[config.mk]
export PLATFORM = sky130hd
export DESIGN_NAME = accum_datapath_v2_flat
export DESIGN_NICKNAME = d
export VERILOG_FILES = /design/src/rtl/accum_datapath_v2_pkg.sv /design/src/rtl/accum_datapath_v2_if.sv /design/src/rtl/accum_datapath_v2_mul.sv /design/src/rtl/accum_datapath_v2.sv /design/src/flat_wrapper.sv
export SDC_FILE = /design/constraint.sdc
export NUM_CORES = 1
export LEC_CHECK = 0
export CAP_MARGIN = 40
export CORE_MARGIN = 2
export CORE_UTILIZATION = 55
export DETAILED_ROUTE_END_ITERATION = 6
export PLACE_DENSITY_LB_ADDON = 0.3
export RECOVER_POWER = 50
export SETUP_SLACK_MARGIN = 0.4
export SLEW_MARGIN = 20
export SYNTH_ARGS = -nofsm -noshare
export SYNTH_HDL_FRONTEND = slang
export SYNTH_SLANG_ARGS = --single-unit
[constraint.sdc]
create_clock -name clk -period 5.6 [get_ports clk]
set_clock_uncertainty 0.2 [all_clocks]
set_input_delay 1.4 -clock clk [delete_from_list [all_inputs] [get_ports clk]]
set_output_delay 1.4 -clock clk [all_outputs]
set_load 0.005 [all_outputs]
[src/rtl/accum_datapath_v2_pkg.sv]
// Shared constants for the accumulator datapath: ALU opcodes, ACC source
// select codes, flag bit positions and multiplier FSM states.
package accum_dp_pkg;

    localparam logic [2:0] OP_ADD = 3'b000;
    localparam logic [2:0] OP_SUB = 3'b001;
    localparam logic [2:0] OP_AND = 3'b010;
    localparam logic [2:0] OP_OR  = 3'b011;
    localparam logic [2:0] OP_XOR = 3'b100;
    localparam logic [2:0] OP_SHL = 3'b101;
    localparam logic [2:0] OP_SAR = 3'b110;
    localparam logic [2:0] OP_MUL = 3'b111;

    localparam logic [1:0] SELA_ALU  = 2'b00;
    localparam logic [1:0] SELA_IMM  = 2'b01;
    localparam logic [1:0] SELA_MEM  = 2'b10;
    localparam logic [1:0] SELA_HOLD = 2'b11;

    // Flags = {Z,N,C,V}
    localparam int FLAG_Z = 3;
    localparam int FLAG_N = 2;
    localparam int FLAG_C = 1;
    localparam int FLAG_V = 0;

    typedef enum logic {
        ST_IDLE = 1'b0,
        ST_RUN  = 1'b1
    } mul_st_e;

endpackage

[src/rtl/accum_datapath_v2_if.sv]
// Control/memory bus of the accumulator datapath.
// master: control unit + data memory side; slave: the datapath.
interface accum_datapath_v2_if #(
    parameter int AB = 11,
    parameter int DB = 16
) ();
    logic [1:0]    SelA;
    logic          SelB;
    logic          WrAcc;
    logic [2:0]    Op;
    logic [AB-1:0] Addr;
    logic [DB-1:0] Out_Data;
    logic [DB-1:0] In_Data;
    logic [AB-1:0] Addr_DM;
    logic [3:0]    Flags;
    logic          Busy;

    modport master (
        output SelA, SelB, WrAcc, Op, Addr, Out_Data,
        input  In_Data, Addr_DM, Flags, Busy
    );

    modport slave (
        input  SelA, SelB, WrAcc, Op, Addr, Out_Data,
        output In_Data, Addr_DM, Flags, Busy
    );
endinterface

[src/rtl/accum_datapath_v2_mul.sv]
// Iterative shift-add multiplier, one multiplier bit per cycle, DB cycles.
// Ports: clk, Clear (sync reset), start, a, b -> busy, done, product.
// Only built when DATAPATH_MUL_EN is defined.
`ifdef DATAPATH_MUL_EN
module accum_seq_mul
    import accum_dp_pkg::*;
#(
    parameter int DB = 16
) (
    input  logic          clk,
    input  logic          Clear,
    input  logic          start,
    input  logic [DB-1:0] a,
    input  logic [DB-1:0] b,
    output logic          busy,
    output logic          done,
    output logic [DB-1:0] product
);
    localparam int CW = (DB > 1) ? $clog2(DB) : 1;

    mul_st_e       st_q;
    logic [CW-1:0] cnt_q;
    logic [DB-1:0] mcand_q;
    logic [DB-1:0] mplier_q;
    logic [DB-1:0] prod_q;
    logic          busy_q;
    logic [DB-1:0] step_d;

    // Partial product including the current step, so the final step
    // can be handed to the datapath on the same edge it completes.
    assign step_d  = prod_q + (mplier_q[0] ? mcand_q : '0);
    assign done    = (st_q == ST_RUN) && (cnt_q == CW'(DB - 1));
    assign product = step_d;
    assign busy    = busy_q;

    always_ff @(posedge clk) begin
        if (Clear) begin
            st_q     <= ST_IDLE;
            cnt_q    <= '0;
            mcand_q  <= '0;
            mplier_q <= '0;
            prod_q   <= '0;
            busy_q   <= 1'b0;
        end else begin
            unique case (st_q)
                ST_IDLE: begin
                    if (start) begin
                        st_q     <= ST_RUN;
                        cnt_q    <= '0;
                        mcand_q  <= a;
                        mplier_q <= b;
                        prod_q   <= '0;
                        busy_q   <= 1'b1;
                    end
                end
                ST_RUN: begin
                    prod_q   <= step_d;
                    mcand_q  <= mcand_q << 1;
                    mplier_q <= mplier_q >> 1;
                    cnt_q    <= cnt_q + 1'b1;
                    if (done) begin
                        st_q   <= ST_IDLE;
                        busy_q <= 1'b0;
                    end
                end
                default: st_q <= ST_IDLE;
            endcase
        end
    end
endmodule
`endif

[src/rtl/accum_datapath_v2.sv]
// Accumulator datapath: ACC register, 8-op ALU, registered {Z,N,C,V}.
// Ports: clk, Clear (sync reset), bus (slave modport of the bus interface).
// DATAPATH_MUL_EN: Op=111 runs an iterative multiply with Busy stall;
// otherwise Op=111 is a single-cycle PASSB.
module accum_datapath_v2
    import accum_dp_pkg::*;
#(
    parameter int AB = 11,
    parameter int DB = 16
) (
    input logic clk,
    input logic Clear,
    accum_datapath_v2_if.slave bus
);
    logic [DB-1:0] acc_q, acc_d;
    logic [3:0]    flags_q, flags_d;
    logic [DB-1:0] ext;
    logic [DB-1:0] opb;
    logic [DB-1:0] res;
    logic [DB:0]   sum;
    logic          c_r, v_r;
    logic          busy;
    logic          start;
    logic          mul_done;
    logic [DB-1:0] mul_prod;

    always_comb begin
        ext = {DB{bus.Addr[AB-1]}};
        ext[AB-1:0] = bus.Addr;
    end

    assign opb = bus.SelB ? bus.Out_Data : ext;

    always_comb begin
        sum = '0;
        res = '0;
        c_r = 1'b0;
        v_r = 1'b0;
        unique case (bus.Op)
            OP_ADD: begin
                sum = {1'b0, acc_q} + {1'b0, opb};
                res = sum[DB-1:0];
                c_r = sum[DB];
                v_r = (acc_q[DB-1] == opb[DB-1]) &&
                      (res[DB-1] != acc_q[DB-1]);
            end
            OP_SUB: begin
                sum = {1'b0, acc_q} + {1'b0, ~opb} + 1'b1;
                res = sum[DB-1:0];
                c_r = sum[DB];
                v_r = (acc_q[DB-1] != opb[DB-1]) &&
                      (res[DB-1] != acc_q[DB-1]);
            end
            OP_AND: res = acc_q & opb;
            OP_OR:  res = acc_q | opb;
            OP_XOR: res = acc_q ^ opb;
            OP_SHL: begin
                res = {acc_q[DB-2:0], 1'b0};
                c_r = acc_q[DB-1];
            end
            OP_SAR: begin
                res = {acc_q[DB-1], acc_q[DB-1:1]};
                c_r = acc_q[0];
            end
            OP_MUL: res = opb;
            default: res = opb;
        endcase
    end

`ifdef DATAPATH_MUL_EN
    assign start = !busy && bus.WrAcc && (bus.SelA == SELA_ALU) &&
                   (bus.Op == OP_MUL);

    accum_seq_mul #(.DB(DB)) u_mul (
        .clk     (clk),
        .Clear   (Clear),
        .start   (start),
        .a       (acc_q),
        .b       (opb),
        .busy    (busy),
        .done    (mul_done),
        .product (mul_prod)
    );
`else
    assign start    = 1'b0;
    assign busy     = 1'b0;
    assign mul_done = 1'b0;
    assign mul_prod = '0;
`endif

    always_comb begin
        acc_d   = acc_q;
        flags_d = flags_q;
        if (mul_done) begin
            acc_d   = mul_prod;
            flags_d = {mul_prod == '0, mul_prod[DB-1], 2'b00};
        end else if (bus.WrAcc && !busy && !start) begin
            unique case (bus.SelA)
                SELA_ALU: begin
                    acc_d   = res;
                    flags_d = {res == '0, res[DB-1], c_r, v_r};
                end
                SELA_IMM:  acc_d = ext;
                SELA_MEM:  acc_d = bus.Out_Data;
                SELA_HOLD: acc_d = acc_q;
                default:   acc_d = acc_q;
            endcase
        end
    end

    always_ff @(posedge clk) begin
        if (Clear) begin
            acc_q   <= '0;
            flags_q <= '0;
        end else begin
            acc_q   <= acc_d;
            flags_q <= flags_d;
        end
    end

    assign bus.In_Data = acc_q;
    assign bus.Addr_DM = bus.Addr;
    assign bus.Flags   = flags_q;
    assign bus.Busy    = busy;
endmodule

[src/flat_wrapper.sv]
// flat-port wrapper written by rule: the top's interface ports become plain ports
module accum_datapath_v2_flat import accum_dp_pkg::*;
#(
    parameter int AB = 11,
    parameter int DB = 16
)
  (clk, Clear, bus_SelA, bus_SelB, bus_WrAcc, bus_Op, bus_Addr, bus_Out_Data, bus_In_Data, bus_Addr_DM, bus_Flags, bus_Busy);
  accum_datapath_v2_if #(.AB(AB), .DB(DB)) bus_i ();
  input logic clk;
  input logic Clear;
  input wire logic [$bits(bus_i.SelA)-1:0] bus_SelA;
  input wire logic [$bits(bus_i.SelB)-1:0] bus_SelB;
  input wire logic [$bits(bus_i.WrAcc)-1:0] bus_WrAcc;
  input wire logic [$bits(bus_i.Op)-1:0] bus_Op;
  input wire logic [$bits(bus_i.Addr)-1:0] bus_Addr;
  input wire logic [$bits(bus_i.Out_Data)-1:0] bus_Out_Data;
  output wire logic [$bits(bus_i.In_Data)-1:0] bus_In_Data;
  output wire logic [$bits(bus_i.Addr_DM)-1:0] bus_Addr_DM;
  output wire logic [$bits(bus_i.Flags)-1:0] bus_Flags;
  output wire logic [$bits(bus_i.Busy)-1:0] bus_Busy;
  assign bus_i.SelA = bus_SelA;
  assign bus_i.SelB = bus_SelB;
  assign bus_i.WrAcc = bus_WrAcc;
  assign bus_i.Op = bus_Op;
  assign bus_i.Addr = bus_Addr;
  assign bus_i.Out_Data = bus_Out_Data;
  assign bus_In_Data = bus_i.In_Data;
  assign bus_Addr_DM = bus_i.Addr_DM;
  assign bus_Flags = bus_i.Flags;
  assign bus_Busy = bus_i.Busy;
  accum_datapath_v2 #(.AB(AB), .DB(DB)) u_core (.clk(clk), .Clear(Clear), .bus(bus_i));
endmodule
==> results.toml, run 1 <==
[power]
leakage_uw = 0.00228
pwr_density_cell_nw_per_um2 = 162
peakVddDrop_mv = 0.116

[grt]
track_usage_pct = 36.1
grt_max_degree = 33
antenna_found_initial = 0
grt_pass1_vias = 4718
grt_pass1_wl_um = 25000
overflow = 0

[timing]
layout_setup_ws_ns = 0.577
worst_pin_slew_ns = 0.762
fmax_mhz = 199
finalMaxSlewViolations = 0
final_hold_viol_count = 0
finalSetupViolCount = 0
worst_slew_margin_rel_pct = 49.0
min_period_ns = 5.02
setup-tns-final_ns = 0
rsz0062_at_grt = "yes"
fin_crit_sh_pct = 89.7

[synth]
ys_types = 81
synthArstFlopShare_pct = 0
ys_warn_count = 0
synth-seq-cells = 20
synth_area_leader_cell = "ha_1"
synth_area_leaders = "ha_1, dfxtp_1, a21oi_1"
synth_edf_count = 0
mappedNetlistArea_um2 = 4550
yosys-top-cells-count = "a21oi_1, ha_1, nor2_1"
postSynthAreaPerCell_um2 = 7.42
synthDominantCellAreaShare_pct = 17.3
synthCells = 613
synth_seq_area_share_pct = 8.80
syn_nets = 714
yosys_most_used_dff = "dfxtp_1"

[run_status]
status = "completed"

[placement]
pre_cts_ws_ns = 0.163
place_area_um2 = 5270
placedCellCount = 761
place.gp.congestion = 1.03
hpwl_um = 12200
port_buffers = 66

[clock_tree]
clk_pin_slew_worst_paths_ns = 0.09
clk_path_buf_depth = 2
cts.sinks = 20
root_buffer = "clkbuf_8"
numCtsBuffers = 3
worst_skew_pair.late_latency_ns = 0.27
ctsHtreeMaxLevel = 1
cts_hold_buf = 0
cts_tree = "done"

[final_layout]
diodes = 0
stdcell_count = 765
drive_gt1_share_pct = 10.5
nNetsFinal = 762
design_area_um2 = 5410
area_growth_pct = 18.9
ff_latch_area_um2 = 400
multiInputGateArea_um2 = 3760
fillers = 713

[worst_hold_path]
hp-class = "flop to flop"
whs_path_depth = 2
hp-start = "u_core.bus.Flags[1]"

[routing]
drtPass1Iterations = 5
drc_errors = 0
wirelength_um = 15900
dr_total_vias = 4966
wl_per_cell_um = 20.8
viasPerCell = 6.49
drtIter0Drc = 331
antenna_left = 0

[critical_path]
crit_arrival_ns = 5.03
setup.worst_path.start = "bus_SelB"
reg2reg_from = "u_core.bus.In_Data[0]"
required_ns = 5.61
worstSetupEndpointType = "flop"
criticalPathCategory = "input pin to flop"
ff2ff_path_depth = 13
cp-start-kind = "input pin"
crit_fanout = 9

[run]
max-cap-violations = 0

[floorplanning]
die_x_um = 95.0
num_rows = 33
die_area_um2 = 9020
coreArea_um2 = 8130
ioPinCount = 68
die_h_um = 95.0
start_util_pct = 55.9
-- cell usage in the layout (no fill, tap or decap), types with 6 or more instances in the layout --
cell             count
o211ai_1            12
buf_4               20
mux2i_1             19
nand2_1             47
nor2b_1             14
a211oi_1            15
ha_1                63
a22oi_1              6
dlygate4sd3_1       25
a21oi_1             63
xnor2_1             10
nand2b_1            16
inv_1               47
o21ai_0             24
a221o_1              6
nor3_1              14
clkdlybuf4s50_1     40
dfxtp_1             20
o22ai_1              6
nor2_1              55
o21ai_1             10
-- worst max-delay path: stages --
cell	delay, ns
clkdlybuf4s50_1	0.54
buf_6	0.21
mux2i_1	0.19
buf_4	0.16
inv_1	0.07
fa_1	0.39
or2_1	0.33
a211oi_4	0.29
o22ai_2	0.16
o31ai_4	0.25
a221oi_2	0.11
nor2_1	0.18
o21ai_1	0.13
a2111oi_2	0.39
a2111oi_1	0.10
o21ai_1	0.13
-- cell type report --
cell class | instances | area share [%]
repair buffers | 89 | 15.9
clock buffers | 3 | 0.763
inverters | 51 | 3.54
flip-flops and latches | 20 | 7.40
clock inverters | 1 | 0.555
multi-input cells | 496 | 69.4
well taps | 105 | 2.43
-- flip-flops by register name, indices dropped and copies added (netlist names) --
register / count
u_core.bus.Flags: 4
u_core.bus.In_Data: 16
-- path summary, 6_finish.rpt --
path | endpoint | slack, ns
setup / recovery | u_core.bus.Flags[1] | 0.58
hold / removal | u_core.bus.Flags[1] | 0.27
setup reg to reg | u_core.bus.Flags[3] | 1.95
hold reg to reg | u_core.bus.Flags[1] | 0.27
-- metal layers --
metal / routed length, µm / GRT usage, % / vias to the layer above
met3: 1370 / 4.55 / 61
met1: 6470 / 46.9 / 2289
met5: 0 / 0 / -
met4: 727 / 15.3 / 0
li1: - / - / 2314
met2: 7310 / 59.9 / 302
-- report_power, final --
group | leakage [µW] | total (µW) | internal (µW) | switching [µW]
sequential | 0.000164 | 173 | 152 | 20.6
clock | 0.0000357 | 158 | 95.6 | 62.2
combinational | 0.00208 | 548 | 232 | 316
total | 0.00228 | 879 | 480 | 399
-- stage by stage --
step / util, % / power (µW) / hold WS [ns]
after global routing: 66.5 / 938 / 0.301
after CTS: 65.7 / 866 / 0.280
final: 66.5 / 879 / 0.266
after global placement: 64.2 / 694 / 0.252
after detailed placement: 64.8 / 705 / 0.258
after floorplan: - / 539 / 0.246
-- repair_timing --
item	CTS	global route
setup endpoints to repair	0	3
buffers inserted	0	0
gates resized for setup	0	14
-- logic make-up (layout without fill, tap and decap cells) --
logic type	after synthesis	in the layout	share of synthesized area [%]
AO/OA/AOI/OAI	210	210	33.5
XOR/XNOR	15	15	2.89
adder cells (fa/ha/maj)	65	65	18.2
buffers and inverters	97	144	10.0
flip-flops	20	20	8.80
multiplexers	29	29	7.40
other	1	1	0.0824
AND/OR/NAND/NOR	176	176	19.1
Note: power is estimated with default switching activity, not from simulation.
==> inputs of run 2 (changes only) <==
--- a/config.mk
+++ b/config.mk
@@ -12,7 +12,7 @@
 export PLACE_DENSITY_LB_ADDON = 0.3
 export RECOVER_POWER = 50
 export SETUP_SLACK_MARGIN = 0.4
-export SLEW_MARGIN = 20
+export SLEW_MARGIN = 5
 export SYNTH_ARGS = -nofsm -noshare
 export SYNTH_HDL_FRONTEND = slang
 export SYNTH_SLANG_ARGS = --single-unit
==> constraint.sdc (replaced) <==
create_clock -name clk -period 4.8 [get_ports clk]
set_clock_uncertainty 0.2 [all_clocks]
set_input_delay 1.2 -clock clk [delete_from_list [all_inputs] [get_ports clk]]
set_output_delay 1.2 -clock clk [all_outputs]
set_load 0.005 [all_outputs]
==> results.toml, run 2 (synthesized netlist as in run 1, its figures left out) <==
[worst_hold_path]
hp-class = "flop to flop"

[critical_path]
required_ns = 4.83
rrSetupSlack_ns = 1.13
cp-start-kind = "input pin"
setup.worst_path.start = "bus_SelB"
worstSetupEndpointType = "flop"
ff2ff_path_depth = 13
crit_fanout = 6
r2r_end = "u_core.bus.Flags[3]"
criticalPathCategory = "input pin to flop"
endpoint = "u_core.bus.Flags[3]"
reg2reg_from = "u_core.bus.In_Data[0]"
crit_arrival_ns = 4.38

[timing]
fin_crit_sh_pct = 90.7
finalSetupViolCount = 0
worst_slew_margin_rel_pct = 33.1
rsz0062_at_grt = "no"
layout_setup_ws_ns = 0.447
worst_pin_slew_ns = 1.00
fmax_mhz = 230
min_period_ns = 4.35
finalMaxSlewViolations = 0
setup-tns-final_ns = 0
final_hold_viol_count = 0

[grt]
grt_max_degree = 46
track_usage_pct = 39.0
grt_pass1_vias = 5473
overflow = 0
grt_pass1_wl_um = 27200
antenna_found_initial = 0

[final_layout]
area_growth_pct = 46.3
drive_gt1_share_pct = 30.2
diodes = 0
stdcell_count = 873
nNetsFinal = 870
final_common_cell = "buf_4"
most-common-layout-cells = "buf_4, a21oi_1, nor2_1, ha_1, nand2_1"
largest_reg_flops = 16
fillers = 512
fin_util_pct = 81.8

[floorplanning]
start_util_pct = 55.9
ioPinCount = 68
die_area_um2 = 9020
coreArea_um2 = 8130
die_x_um = 95.0
num_rows = 33
die_h_um = 95.0

[clock_tree]
ctsHtreeMaxLevel = 1
root_buffer = "clkbuf_8"
numCtsBuffers = 3
clk_pin_slew_worst_paths_ns = 0.09
clk_path_buf_depth = 2
cts_tree = "done"
worst_skew_pair.late_latency_ns = 0.28
cts.sinks = 20

[power]
power.total_uw = 1240
leakage_uw = 0.00299
peakVddDrop_mv = 0.118
pwr_density_cell_nw_per_um2 = 186

[run]
max-cap-violations = 0

[placement]
place.gp.congestion = 0.992
hpwl_um = 12800
placedCellCount = 839
port_buffers = 66
pre_cts_ws_ns = -0.313

[routing]
drtPass1Iterations = 5
wl_per_cell_um = 21.7
antenna_left = 0
wirelength_um = 18900
drc_errors = 0
viasPerCell = 6.48
drtIter0Drc = 476
dr_total_vias = 5655

[run_status]
status = "completed"
run 2: cell count changes in the layout (fill, tap and decap cells not counted), sizes merged:
cell	before	now
buf	24	133
clkdlybuf4s50	40	23
dlymetal6s2s	0	13
bufinv	1	0
clkbuf	3	6
dlygate4sd2	0	1
run 2: metal layers:
layer	GRT usage, %	part of all wire [%]	wire length [µm]	vias to the layer above
met2	64.2	46	8710	391
met3	6.94	9.1	1710	98
met1	48.4	39	7340	2647
li1	-	-	-	2519
met4	20.3	6.1	1150	0
met5	0	0	0	-
run 2: critical path, stage by stage:
cell,delay [ns]
buf_4,0.12
buf_12,0.14
mux2i_2,0.24
buf_4,0.19
ha_1,0.29
a211oi_4,0.27
buf_4,0.16
o311ai_4,0.10
a21o_1,0.23
a211oi_2,0.21
buf_4,0.16
o21ai_1,0.10
a21oi_2,0.20
xor2_1,0.09
o211a_1,0.29
nor4_4,0.29
a21o_1,0.11
run 2: power breakdown:
| part | internal [µW] | leakage, µW | switching (µW) |
|---|---|---|---|
| Combinational | 423 | 0.00280 | 463 |
| Sequential | 178 | 0.000164 | 25.5 |
| Clock | 73.5 | 0.0000288 | 73.2 |
run 2: timing repair:
action                                  in CTS  in global routing
pin swaps                                   21                 33
cloned                                       0                  0
resized for setup                           37                 77
hold buffers                                 0                  0
endpoints found under the setup margin      12                 11
setup buffers                               19                 11
run 2: metrics by stage:
| stage | instance area [µm²] | hold WS [ns] |
|---|---|---|
| after floorplan | 4550 | 0.246 |
| after detailed placement | 5880 | 0.264 |
| after global placement | 5850 | 0.259 |
| after global routing | 6650 | 0.326 |
| after CTS | 6210 | 0.283 |
| final | 6650 | 0.275 |
run 2: final cells by class:
type | count | area (µm²) | area share (%)
Multi-Input combinational cell | 496 | 4150 | 62.3
Clock buffer | 4 | 55.1 | 0.827
Tap cell | 105 | 131 | 1.97
Timing Repair Buffer | 197 | 1730 | 26.0
Sequential cell | 20 | 400 | 6.02
Inverter | 51 | 191 | 2.88
run 2: how the worst min path moves through the flow:
| stage | startpoint | end | depth (start not counted) | slack (ns) |
|---|---|---|---|---|
| 2_1_floorplan | u_core.bus.Flags[1] | u_core.bus.Flags[1] | 2 | 0.25 |
| 3_3_place_gp | u_core.bus.Flags[2] | u_core.bus.Flags[2] | 2 | 0.26 |
| 3_5_place_dp | u_core.bus.Flags[2] | u_core.bus.Flags[2] | 2 | 0.26 |
| 4_1_cts | u_core.bus.Flags[2] | u_core.bus.Flags[2] | 2 | 0.28 |
| 5_1_grt | u_core.bus.Flags[2] | u_core.bus.Flags[2] | 2 | 0.33 |
| 6_report | u_core.bus.Flags[2] | u_core.bus.Flags[2] | 2 | 0.27 |
==> inputs of run 3 (changes only) <==
--- a/config.mk
+++ b/config.mk
@@ -8,6 +8,7 @@
 export CAP_MARGIN = 40
 export CORE_MARGIN = 2
 export CORE_UTILIZATION = 55
+export CTS_BUF_LIST = sky130_fd_sc_hd__clkbuf_4 sky130_fd_sc_hd__clkbuf_8
 export DETAILED_ROUTE_END_ITERATION = 6
 export PLACE_DENSITY_LB_ADDON = 0.3
 export RECOVER_POWER = 50
==> constraint.sdc (replaced) <==
create_clock -name clk -period 4.55 [get_ports clk]
set_clock_uncertainty 0.2 [all_clocks]
set_input_delay 1.1375 -clock clk [delete_from_list [all_inputs] [get_ports clk]]
set_output_delay 1.1375 -clock clk [all_outputs]
set_load 0.005 [all_outputs]
==> results.toml, run 3 (synthesized netlist as in run 1, its figures left out) <==
[run_status]
status = "finished, violations left"
violations = "DRC"

[run]
max-cap-violations = 0

[grt]
grt_pass1_wl_um = 27700
overflow = 0
use_met3_pct = 9.26
grt_use_met2_pct = 64.7
grt_pass1_vias = 5487
antenna_found_initial = 0
grt-busiest-layer = "met2"
track_usage_pct = 40.3
gr-usage-met1_pct = 48.1
grt_max_degree = 33

[clock_tree]
clk_pin_slew_worst_paths_ns = 0.12
clk_path_buf_depth = 2
cts_tree = "done"
ctsHtreeMaxLevel = 1
worst_skew_pair.late_latency_ns = 0.29
numCtsBuffers = 3
cts_hold_buf = 0
root_buffer = "clkbuf_8"
cts.sinks = 20

[critical_path]
ff2ff_path_depth = 14
crit_arrival_ns = 4.39
worst-path-stages = 14
criticalPathCategory = "input pin to flop"
cpPeakStageDelay_ns = 0.42
cp-start-kind = "input pin"
endpoint = "u_core.bus.Flags[3]"
worstSetupEndpointType = "flop"
path_cells = "clkdlybuf4s50_1, mux2i_1, buf_4, ha_2, nand2b_4, o31ai_4, xnor2_1, a221oi_1, o21ai_1, nand3b_1, nor4_2, nand4b_1, nor4_2, a21o_1"
setup.worst_path.start = "bus_Out_Data[3]"
rrSetupSlack_ns = 0.76
reg2reg_from = "u_core.bus.In_Data[0]"
crit_fanout = 5
critPathMostFrequentCell = "nor4_2"
crit_slowest_cell = "clkdlybuf4s50_1"
path_delay_family = "simple AND/OR/NAND/NOR gates"
required_ns = 4.59
critPathBufInv = 2
r2r_end = "u_core.bus.Flags[3]"

[timing]
finalSetupViolCount = 0
final_hold_viol_count = 0
finalMaxSlewViolations = 0
rsz0062_at_grt = "yes"
fmax_mhz = 230
setup-tns-final_ns = 0
worst_slew_margin_rel_pct = 37.9
min_period_ns = 4.34
fin_crit_sh_pct = 95.5
worst_pin_slew_ns = 0.932

[floorplanning]
die_area_um2 = 9020
coreArea_um2 = 8130
die_x_um = 95.0
start_util_pct = 55.9
die_h_um = 95.0
ioPinCount = 68
num_rows = 33

[final_layout]
largest_reg_flops = 16
area_growth_pct = 47.4
drive_gt1_share_pct = 32.1
design_area_um2 = 6710
diodes = 0
final_common_cell = "buf_4"
most-common-layout-cells = "buf_4, a21oi_1, nor2_1, nand2_1, ha_1"
nNetsFinal = 878

[routing]
drtIter0Drc = 686
drtPass1Iterations = 7
dr_total_vias = 5973
wl_per_cell_um = 23.1
viasPerCell = 6.78
drc_errors = 17
wirelength_um = 20300
antenna_left = 0

[placement]
place_area_um2 = 6040
hpwl_um = 13600
place.gp.congestion = 1.04
port_buffers = 66

[power]
leakage_uw = 0.00294
pwr_density_cell_nw_per_um2 = 205
peakVddDrop_mv = 0.152

[worst_hold_path]
hp-class = "flop to flop"
==> run 3: power breakdown <==
part           switching (µW)  internal, µW  total (µW)
logic                     512           438         951
clock network            92.0           118         210
registers                27.8           187         215
==> run 3: layout make-up <==
cell class | instances | area (µm²)
Sequential cell | 20 | 400
Clock inverter | 1 | 30.0
Timing Repair Buffer | 205 | 1730
Tap cell | 105 | 131
Multi-Input combinational cell | 496 | 4180
Clock buffer | 3 | 41.3
Fill cell | 495 | 1430
Inverter | 51 | 191
==> run 3: layer usage <==
layer / vias up / part of all wire [%]
met5: - / 0
met4: 0 / 8.2
met3: 182 / 12
met2: 528 / 44
met1: 2726 / 35
li1: 2537 / -
==> run 3: per-stage QoR <==
step / hold WS [ns] / std cells / setup slack (ns) / util, % / total power [µW]
2_1_floorplan: 0.246 / 613 / 0.405 / - / 667
3_3_place_gp: 0.255 / 860 / -0.382 / 74.1 / 978
3_5_place_dp: 0.273 / 861 / -0.498 / 74.3 / 1000
4_1_cts: 0.286 / 868 / 0.377 / 77.4 / 1240
5_1_grt: 0.311 / 881 / 0.206 / 82.5 / 1420
6_report: 0.286 / 881 / 0.206 / 82.5 / 1380
==> run 3: what timing repair did <==
| item | CTS | global route |
|---|---|---|
| setup endpoints to repair | 15 | 10 |
| pin swaps | 19 | 30 |
| gates resized for setup | 50 | 71 |
| gates cloned | 0 | 0 |
| endpoints found under the hold margin | 0 | 0 |
| setup buffers | 3 | 13 |
==> run 3: worst min-delay path by stage <==
stage / start / to / slack (ns) / depth (start not counted)
floorplan: u_core.bus.Flags[1] / u_core.bus.Flags[1] / 0.25 / 2
global placement: u_core.bus.Flags[1] / u_core.bus.Flags[1] / 0.25 / 2
detailed placement: u_core.bus.Flags[1] / u_core.bus.Flags[1] / 0.27 / 2
CTS: u_core.bus.Flags[1] / u_core.bus.Flags[1] / 0.29 / 2
global route: u_core.bus.Flags[1] / u_core.bus.Flags[1] / 0.31 / 2
finish: u_core.bus.Flags[1] / u_core.bus.Flags[1] / 0.29 / 2
==> run 3: worst min-delay path: stages (launching register included) <==
cell,delay [ns]
dfxtp_1,0.34
nand2_1,0.06
o21ai_1,0.05
